**config.mk**
```make
export PLATFORM = sky130hd
export DESIGN_NAME = clear_ctrl_flat
export DESIGN_NICKNAME = d
export VERILOG_FILES = /design/src/rtl/clear_ctrl_if.sv /design/src/rtl/clear_ctrl.sv /design/src/flat_wrapper.sv
export SDC_FILE = /design/constraint.sdc
export NUM_CORES = 1
export LEC_CHECK = 0
export CORE_ASPECT_RATIO = 0.7
export CORE_UTILIZATION = 50
export CTS_CLUSTER_SIZE = 8
export DETAILED_ROUTE_END_ITERATION = 10
export PLACE_DENSITY = 0.79
export SYNTH_ARGS = -nofsm -noshare
export SYNTH_HDL_FRONTEND = slang
export SYNTH_SLANG_ARGS = --single-unit
```
**constraint.sdc**
```tcl
create_clock -name clock -period 2 [get_ports clock]
set_input_delay 0.6 -clock clock [delete_from_list [all_inputs] [get_ports clock]]
set_output_delay 0.6 -clock clock [all_outputs]
set_load 0.02 [all_outputs]
```
**src/rtl/clear_ctrl_if.sv**
```systemverilog
// ============================================================================
// Module   : clear_ctrl_if
// Purpose  : Handshake/datapath bundle between clear_ctrl and its environment.
// Revision : 1.0
// ============================================================================
`default_nettype none

interface clear_ctrl_if #(
  parameter int PIX_W = 15
);
  logic             start;
  logic             abort;
  logic [2:0]       colour_in;
  logic             xdone;
  logic             ydone;
  logic             initx;
  logic             inity;
  logic             loadx;
  logic             loady;
  logic             plot;
  logic [2:0]       colour_out;
  logic             busy;
  logic             done;
  logic             aborted;
  logic             err;
  logic [PIX_W-1:0] pixel_count;

  modport master (
    input  start, abort, colour_in, xdone, ydone,
    output initx, inity, loadx, loady, plot, colour_out,
           busy, done, aborted, err, pixel_count
  );

  modport slave (
    output start, abort, colour_in, xdone, ydone,
    input  initx, inity, loadx, loady, plot, colour_out,
           busy, done, aborted, err, pixel_count
  );
endinterface

`default_nettype wire

```
**src/rtl/clear_ctrl.sv**
```systemverilog
// ============================================================================
// Module   : clear_ctrl
// Purpose  : Screen-clear sequencer; scans the x/y datapath row-major and plots.
// Revision : 1.0
// ============================================================================
`default_nettype none

module clear_ctrl #(
  parameter int X_COUNT = 160,
  parameter int Y_COUNT = 120,
  parameter int PIX_W   = 15
) (
  input  wire logic     clock,
  input  wire logic     reset,
  clear_ctrl_if.master  bus
);

  localparam int COL_W = $clog2(X_COUNT + 1);

  generate
    if ((2 ** PIX_W) <= (X_COUNT * Y_COUNT)) begin : g_pix_w_check
      $error("clear_ctrl: PIX_W too narrow for X_COUNT*Y_COUNT");
    end
  endgenerate

  typedef enum logic [2:0] {
    S_IDLE     = 3'd0,
    S_INIT     = 3'd1,
    S_DRAW     = 3'd2,
    S_NEXT_ROW = 3'd3,
    S_DONE     = 3'd4
  } state_t;

  state_t           state;
  logic [COL_W-1:0] col;
  logic [2:0]       colour;
  logic [PIX_W-1:0] pix_cnt;
  logic             err_flag;

  logic active;
  logic take_abort;
  logic col_full;
  logic draw_plot;

  always_comb begin
    active     = (state == S_INIT) || (state == S_DRAW) || (state == S_NEXT_ROW);
    take_abort = active && bus.abort;
    col_full   = (col == COL_W'(X_COUNT));
    draw_plot  = (state == S_DRAW) && !bus.abort && !bus.ydone
                 && !bus.xdone && !col_full;
  end

  // Datapath strobes are decoded from state so they drop the instant reset hits.
  always_comb begin
    bus.initx   = !take_abort && ((state == S_INIT) || (state == S_NEXT_ROW));
    bus.inity   = !take_abort && (state == S_INIT);
    bus.loady   = !take_abort && ((state == S_INIT) || (state == S_NEXT_ROW));
    bus.loadx   = !take_abort && ((state == S_INIT) || (state == S_NEXT_ROW) || draw_plot);
    bus.plot    = draw_plot;
    bus.busy    = active;
    bus.done    = (state == S_DONE);
    bus.aborted = take_abort;
  end

  assign bus.colour_out  = colour;
  assign bus.pixel_count = pix_cnt;
  assign bus.err         = err_flag;

  always_ff @(posedge clock or posedge reset) begin
    if (reset) begin
      state    <= S_IDLE;
      col      <= '0;
      colour   <= '0;
      pix_cnt  <= '0;
      err_flag <= 1'b0;
    end else begin
      case (state)
        S_IDLE: begin
          if (bus.start) begin
            state    <= S_INIT;
            colour   <= bus.colour_in;
            pix_cnt  <= '0;
            err_flag <= 1'b0;
          end
        end
        S_INIT: begin
          if (bus.abort) begin
            state <= S_IDLE;
          end else begin
            col   <= '0;
            state <= S_DRAW;
          end
        end
        S_DRAW: begin
          if (bus.abort) begin
            state <= S_IDLE;
          end else if (bus.ydone) begin
            state <= S_DONE;
          end else if (!bus.xdone) begin
            if (!col_full) begin
              col <= col + 1'b1;
              if (pix_cnt != '1) begin
                pix_cnt <= pix_cnt + 1'b1;
              end
            end else begin
              // A full row plotted without xdone means the datapath is stuck.
              err_flag <= 1'b1;
              state    <= S_IDLE;
            end
          end else begin
            state <= S_NEXT_ROW;
          end
        end
        S_NEXT_ROW: begin
          if (bus.abort) begin
            state <= S_IDLE;
          end else begin
            col   <= '0;
            state <= S_DRAW;
          end
        end
        S_DONE: begin
          state <= S_IDLE;
        end
        default: begin
          state <= S_IDLE;
        end
      endcase
    end
  end

endmodule

`default_nettype wire

```
**src/flat_wrapper.sv**
```systemverilog
// flat-port wrapper written by rule: the top's interface ports become plain ports
module clear_ctrl_flat 
#(
  parameter int X_COUNT = 160,
  parameter int Y_COUNT = 120,
  parameter int PIX_W   = 15
)
  (clock, reset, bus_start, bus_abort, bus_colour_in, bus_xdone, bus_ydone, bus_initx, bus_inity, bus_loadx, bus_loady, bus_plot, bus_colour_out, bus_busy, bus_done, bus_aborted, bus_err, bus_pixel_count);
  clear_ctrl_if #(.PIX_W(PIX_W)) bus_i ();
  input  wire logic clock;
  input  wire logic reset;
  input wire logic [$bits(bus_i.start)-1:0] bus_start;
  input wire logic [$bits(bus_i.abort)-1:0] bus_abort;
  input wire logic [$bits(bus_i.colour_in)-1:0] bus_colour_in;
  input wire logic [$bits(bus_i.xdone)-1:0] bus_xdone;
  input wire logic [$bits(bus_i.ydone)-1:0] bus_ydone;
  output wire logic [$bits(bus_i.initx)-1:0] bus_initx;
  output wire logic [$bits(bus_i.inity)-1:0] bus_inity;
  output wire logic [$bits(bus_i.loadx)-1:0] bus_loadx;
  output wire logic [$bits(bus_i.loady)-1:0] bus_loady;
  output wire logic [$bits(bus_i.plot)-1:0] bus_plot;
  output wire logic [$bits(bus_i.colour_out)-1:0] bus_colour_out;
  output wire logic [$bits(bus_i.busy)-1:0] bus_busy;
  output wire logic [$bits(bus_i.done)-1:0] bus_done;
  output wire logic [$bits(bus_i.aborted)-1:0] bus_aborted;
  output wire logic [$bits(bus_i.err)-1:0] bus_err;
  output wire logic [$bits(bus_i.pixel_count)-1:0] bus_pixel_count;
  assign bus_i.start = bus_start;
  assign bus_i.abort = bus_abort;
  assign bus_i.colour_in = bus_colour_in;
  assign bus_i.xdone = bus_xdone;
  assign bus_i.ydone = bus_ydone;
  assign bus_initx = bus_i.initx;
  assign bus_inity = bus_i.inity;
  assign bus_loadx = bus_i.loadx;
  assign bus_loady = bus_i.loady;
  assign bus_plot = bus_i.plot;
  assign bus_colour_out = bus_i.colour_out;
  assign bus_busy = bus_i.busy;
  assign bus_done = bus_i.done;
  assign bus_aborted = bus_i.aborted;
  assign bus_err = bus_i.err;
  assign bus_pixel_count = bus_i.pixel_count;
  clear_ctrl #(.X_COUNT(X_COUNT), .Y_COUNT(Y_COUNT), .PIX_W(PIX_W)) u_core (.clock(clock), .reset(reset), .bus(bus_i));
endmodule
```
# Word-level counts from Yosys, hierarchy flattened
# Cells that the tools add are included.
# totals
word_cells	74
register_bits	30
inputBits	9
output_inout_bits	27
# classes
n_eq_ne	15
add_sub_neg	2
n_reduce_logical	26
n_mux	26
# op_table
operator	n
two-way mux 15 bit	6
two-way mux 8 bit	5
case mux 15 bit (2 select lines)	1
case mux 8 bit (2 select lines)	1
adder 15 x 1 -> 15 bit (second input constant)	1
two-way mux 3 bit	5
inequality test 15 bit (second input constant)	1
inequality test 2 bit (second input constant)	7
AND reduction 6 bit	2
case mux 3 bit (3 select lines)	1
adder 8 x 1 -> 8 bit (second input constant)	1
equality test 8 bit (second input constant)	1
logical AND 1 bit	8
AND reduction 7 bit	1
equality test 3 x 2 -> 1 bit (second input constant)	2
zero test 1 bit	5
two-way mux 1 bit	5
inequality test 5 x 4 -> 1 bit (second input constant)	1
logical OR 1 bit	4
AND reduction 2 bit	2
nonzero test 2 bit	2
equality test 3 x 1 -> 1 bit (second input constant)	1
equality test 3 bit (second input constant)	1
zero test 3 bit	1
4 further kinds	4

# Logic depth before layout (Yosys ltp)
# logic_depth
ltp_word	7
mapped_depth	8
mapped_depth_nobuf	7

# Worst setup path before layout
# No wires, ideal clock.
# synth_path
path_type	input -> output
from	in bus_abort
to	out bus_loadx
setup_slack_ps	-19
cell_stages	4
path_buffers	1
arrival_time_ps	1419
required_time_ps	1400
cell_sequence	nor3_2 > o211ai_2 > buf_2 > nand2_1
# synth_via
elab_chain_cells	7
elab_cells_between_ends	9
classes_between	reduce/logical: 9
# synth_lines
item	line_no	source
start, declared	flat_wrapper.sv:13	input wire logic [$bits(bus_i.abort)-1:0] bus_abort;
zero test 1 bit	clear_ctrl.sv:49	draw_plot = (state == S_DRAW) && !bus.abort && !bus.ydone
logical AND 1 bit (2 in a row)	clear_ctrl.sv:49	
logical AND 1 bit (2 in a row)	clear_ctrl.sv:50	&& !bus.xdone && !col_full;
logical OR 1 bit	clear_ctrl.sv:58	bus.loadx = !take_abort && ((state == S_INIT) || (state == S_NEXT_ROW) || draw_plot);
logical AND 1 bit (*)	clear_ctrl.sv:58	
end, declared	flat_wrapper.sv:19	output wire logic [$bits(bus_i.loadx)-1:0] bus_loadx;
# Every way passes the cells marked *; elsewhere a longest branch is shown, timed or not.

# Worst setup path in the final report
# layout_path
from	reg u_core.col[1]
to	out bus_loadx
# layout_via
elab_chain_cells	5
# layout_lines
item	line_no	source
start, declared	clear_ctrl.sv:35	logic [COL_W-1:0] col;
start signal, assigned	clear_ctrl.sv:101	col <= col + 1'b1;
equality test 8 bit	clear_ctrl.sv:48	col_full = (col == COL_W'(X_COUNT));
zero test 1 bit	clear_ctrl.sv:50	
logical AND 1 bit	clear_ctrl.sv:50	
logical OR 1 bit	clear_ctrl.sv:58	
logical AND 1 bit	clear_ctrl.sv:58	
# Every way passes these cells.

==> results.tsv <==
metric	value	unit
violations	setup timing	
antenna_cells	0	
path_max_fanout	3	
relSlewSlack	74.36	%
cts.path.max_buffers	2	
fin_area	2542	um^2
syn_avg_cell_area	9.078	um^2
cts_buffers	5	
routed_wl	5.033	mm
hpwl	3.315	mm
finalHoldViolCount	0	
worst_ep_arrival_time	1.67	ns
instances_no_fill	301	
hold_class	flip-flop to flip-flop	
fin_skew	0.006539	ns
ys_types	45	
peakVddDrop	0.0004987	V
syn_to_final_growth	48.97	%
die_area	3655	um^2
grt_pass1_wl	7.714	mm
power_density	647.9	nW/um^2
status	complete, but fails checks	
core_area	3191	um^2
hold_path_depth	2	
worstSetupEndpointType	output pin	
antenna_found_initial	0	
wire_per_inst	16.72	um
cts_tree	built	
htreeDepth	2	
slew_viol_final	0	
rsz0062_at_grt	true	
worst_pin_slew	0.3846	ns
dr.pass1.iters	4	
maxCapViolCount	0	
r2r_start	u_core.col[0]	
synth_area	1707	um^2
fin_ws	-0.2719	ns
clock_latency	0.29	ns
hp-start	u_core.bus.colour_out[0]	
overflow	0	
synth_cells	188	
clock-sinks	30	
start_util	53.49	%
worstPathCellList	inv_2 > ha_4 > nand4b_1 > o211ai_2 > nand2_2 > buf_6	
final.setup.tns	-0.5067	ns
synth-seq-cells	30	
critPathSlowestCell	dfrtp_1	
dpl.cell_count	283	
min_to	u_core.bus.colour_out[0]	
r2r_end	u_core.col[5]	
start_kind	flip-flop	
drc	0	
regArea	753.2	um^2
clk_pin_slew	0.06	ns
fillers	205	
grt_pass1_vias	1624	
cp.buffers_inverters	2	
yosys_warnings	0	
num_vias	1788	
leakage	1.233	nW
io_buffers	35	
r2r_slack	0.07	ns
ant_nets	0	
min_period	2.272	ns
fp.dieH	50.88	um
postCtsHoldBufs	0	
path_depth	6	
setup_violations	2	
vias_per_cell	5.940	
fin_crit_sh	113.6	%
max_stage_delay	0.40	ns
ioPinCount	36	
routabilityCongestion	0.8313	
worstSetupStartpoint	u_core.col[1]	
crit_family	flip-flops	
multi_input_area	923.4	um^2
drt-initial-drc-count	124	
rr_worst_depth	8	
syn_nets	200	
nets	275	
grt_max_degree	31	
cts_root_buf	clkbuf_8	
ys_seq_area_share	43.99	%
place_area	2312	um^2
die_w	71.83	um
core.rowCount	17	
required	1.40	ns
layout-drive-gt1-share	31.18	%
max_freq	440.2	MHz
grtUsageTotal	28.85	%
worstSetupPathType	flip-flop to output pin	
==> cell usage after synthesis <==
cell type	count	area, um^2
and3_1	1	6.260
nor3b_4	1	18.77
inv_2	1	3.750
nand3_1	11	55.05
inv_1	11	41.29
clkbuf_1	3	11.26
nand4b_1	1	8.760
nand2_1	30	112.6
o21ba_2	1	10.01
a21oi_1	3	15.01
a41oi_1	3	26.28
o211ai_1	4	30.03
nand4_2	1	12.51
or3_4	1	11.26
nand4_1	5	31.28
buf_2	5	25.02
nor3_2	1	10.01
nor3b_1	2	15.01
or4_1	5	37.54
o31ai_1	1	7.510
and2_1	2	12.51
or4b_1	1	10.01
o21ai_1	5	25.02
a211oi_1	1	7.510
o21ai_2	1	8.760
o211ai_4	1	21.27
a21boi_0	2	15.01
a41o_1	1	10.01
nor4_2	1	12.51
and4_1	3	26.28
o211ai_2	1	12.51
mux2i_1	2	20.02
dfrtp_1	30	750.7
o21bai_1	1	7.510
nor3_1	4	20.02
o21ai_0	5	25.02
or3_1	1	6.260
ha_1	3	37.54
nor2_1	7	26.28
nand2b_1	2	12.51
buf_4	1	7.510
or2_2	1	6.260
nor4_1	2	12.51
a2bb2oi_1	2	17.52
a31oi_1	17	106.4
==> worst register-to-register path: stages (launching register included) <==
cell      delay, ns
dfrtp_1        0.39
inv_2          0.06
ha_4           0.15
nand4b_1       0.22
o211ai_2       0.16
buf_4          0.15
buf_4          0.17
or4_1          0.48
nand2_1        0.09
==> registers in the layout, summed over array words and instances (netlist names) <==
name                    count
u_core.bus.colour_out       3
u_core.state                3
u_core.col                  8
u_core.bus.pixel_count     15
u_core.bus.err              1
==> through the flow <==
stage	hold slack, ns	setup WS [ns]	utilization (%)	power, W
detailed placement	0.4754	-0.9114	72.47	0.001000
global placement	0.4564	-0.8713	72.47	0.0009878
floorplan	0.5103	0.01374	-	0.0008242
CTS	0.4892	-0.2296	77.45	0.001637
global route	0.5166	-0.3416	79.69	0.001723
finish	0.4881	-0.2719	79.69	0.001647
==> cells in the final DEF, fill, tap and decap left out, drive strengths merged, types with 5 or more instances in the layout <==
cell type	count
buf	50
nand2	30
dfrtp	30
a31oi	17
clkdlybuf4s50	16
inv	12
nand3	11
o21ai	11
clkbuf	7
nor2	7
nand4	6
o211ai	6
dlygate4sd2	5
dlymetal6s2s	5
nor3	5
or4	5
==> final cells by class <==
type,count,share of cell area [%]
Tap cell,38,1.870
Clock inverter,1,1.181
Sequential cell,30,29.63
Multi-Input combinational cell,137,36.32
Inverter,12,1.772
Clock buffer,6,3.248
Timing Repair Buffer,77,25.98
==> where the power goes <==
| group | switching, W | internal (W) | total (W) |
|---|---|---|---|
| clock | 0.000230 | 0.000398 | 0.000628 |
| combinational | 0.000190 | 0.000170 | 0.000360 |
| sequential | 0.0000236 | 0.000635 | 0.000658 |
==> how the worst max path moves through the flow <==
stage	to	slack, ns
2_1_floorplan	bus_loadx	0.01
3_3_place_gp	bus_plot	-0.87
3_5_place_dp	bus_plot	-0.91
4_1_cts	bus_loadx	-0.23
5_1_grt	bus_loadx	-0.34
6_report	bus_loadx	-0.27
==> per-layer routing <==
| metal | global-route usage, % | routed length, um | vias up |
|---|---|---|---|
| li1 | - | - | 852 |
| met1 | 39.41 | 2295 | 856 |
| met2 | 41.67 | 2279 | 69 |
| met3 | 11.44 | 373 | 11 |
| met4 | 10.13 | 85 | 0 |
| met5 | 0 | 0 | - |
==> repair_timing <==
item	CTS	global route
endpoints found under the hold margin	0	0
setup buffers	6	6
resized for setup	48	23
pin swaps	5	4
setup endpoints to repair	29	19
==> logic make-up after synthesis <==
family | count (synthesis) | synth area share (%)
flops | 30 | 43.99
buf+inv | 21 | 5.205
simple gates | 83 | 27.20
mux | 2 | 1.173
fa+ha+maj | 3 | 2.200
compound gates | 49 | 20.23
Note: power is estimated with default switching activity, not from simulation.
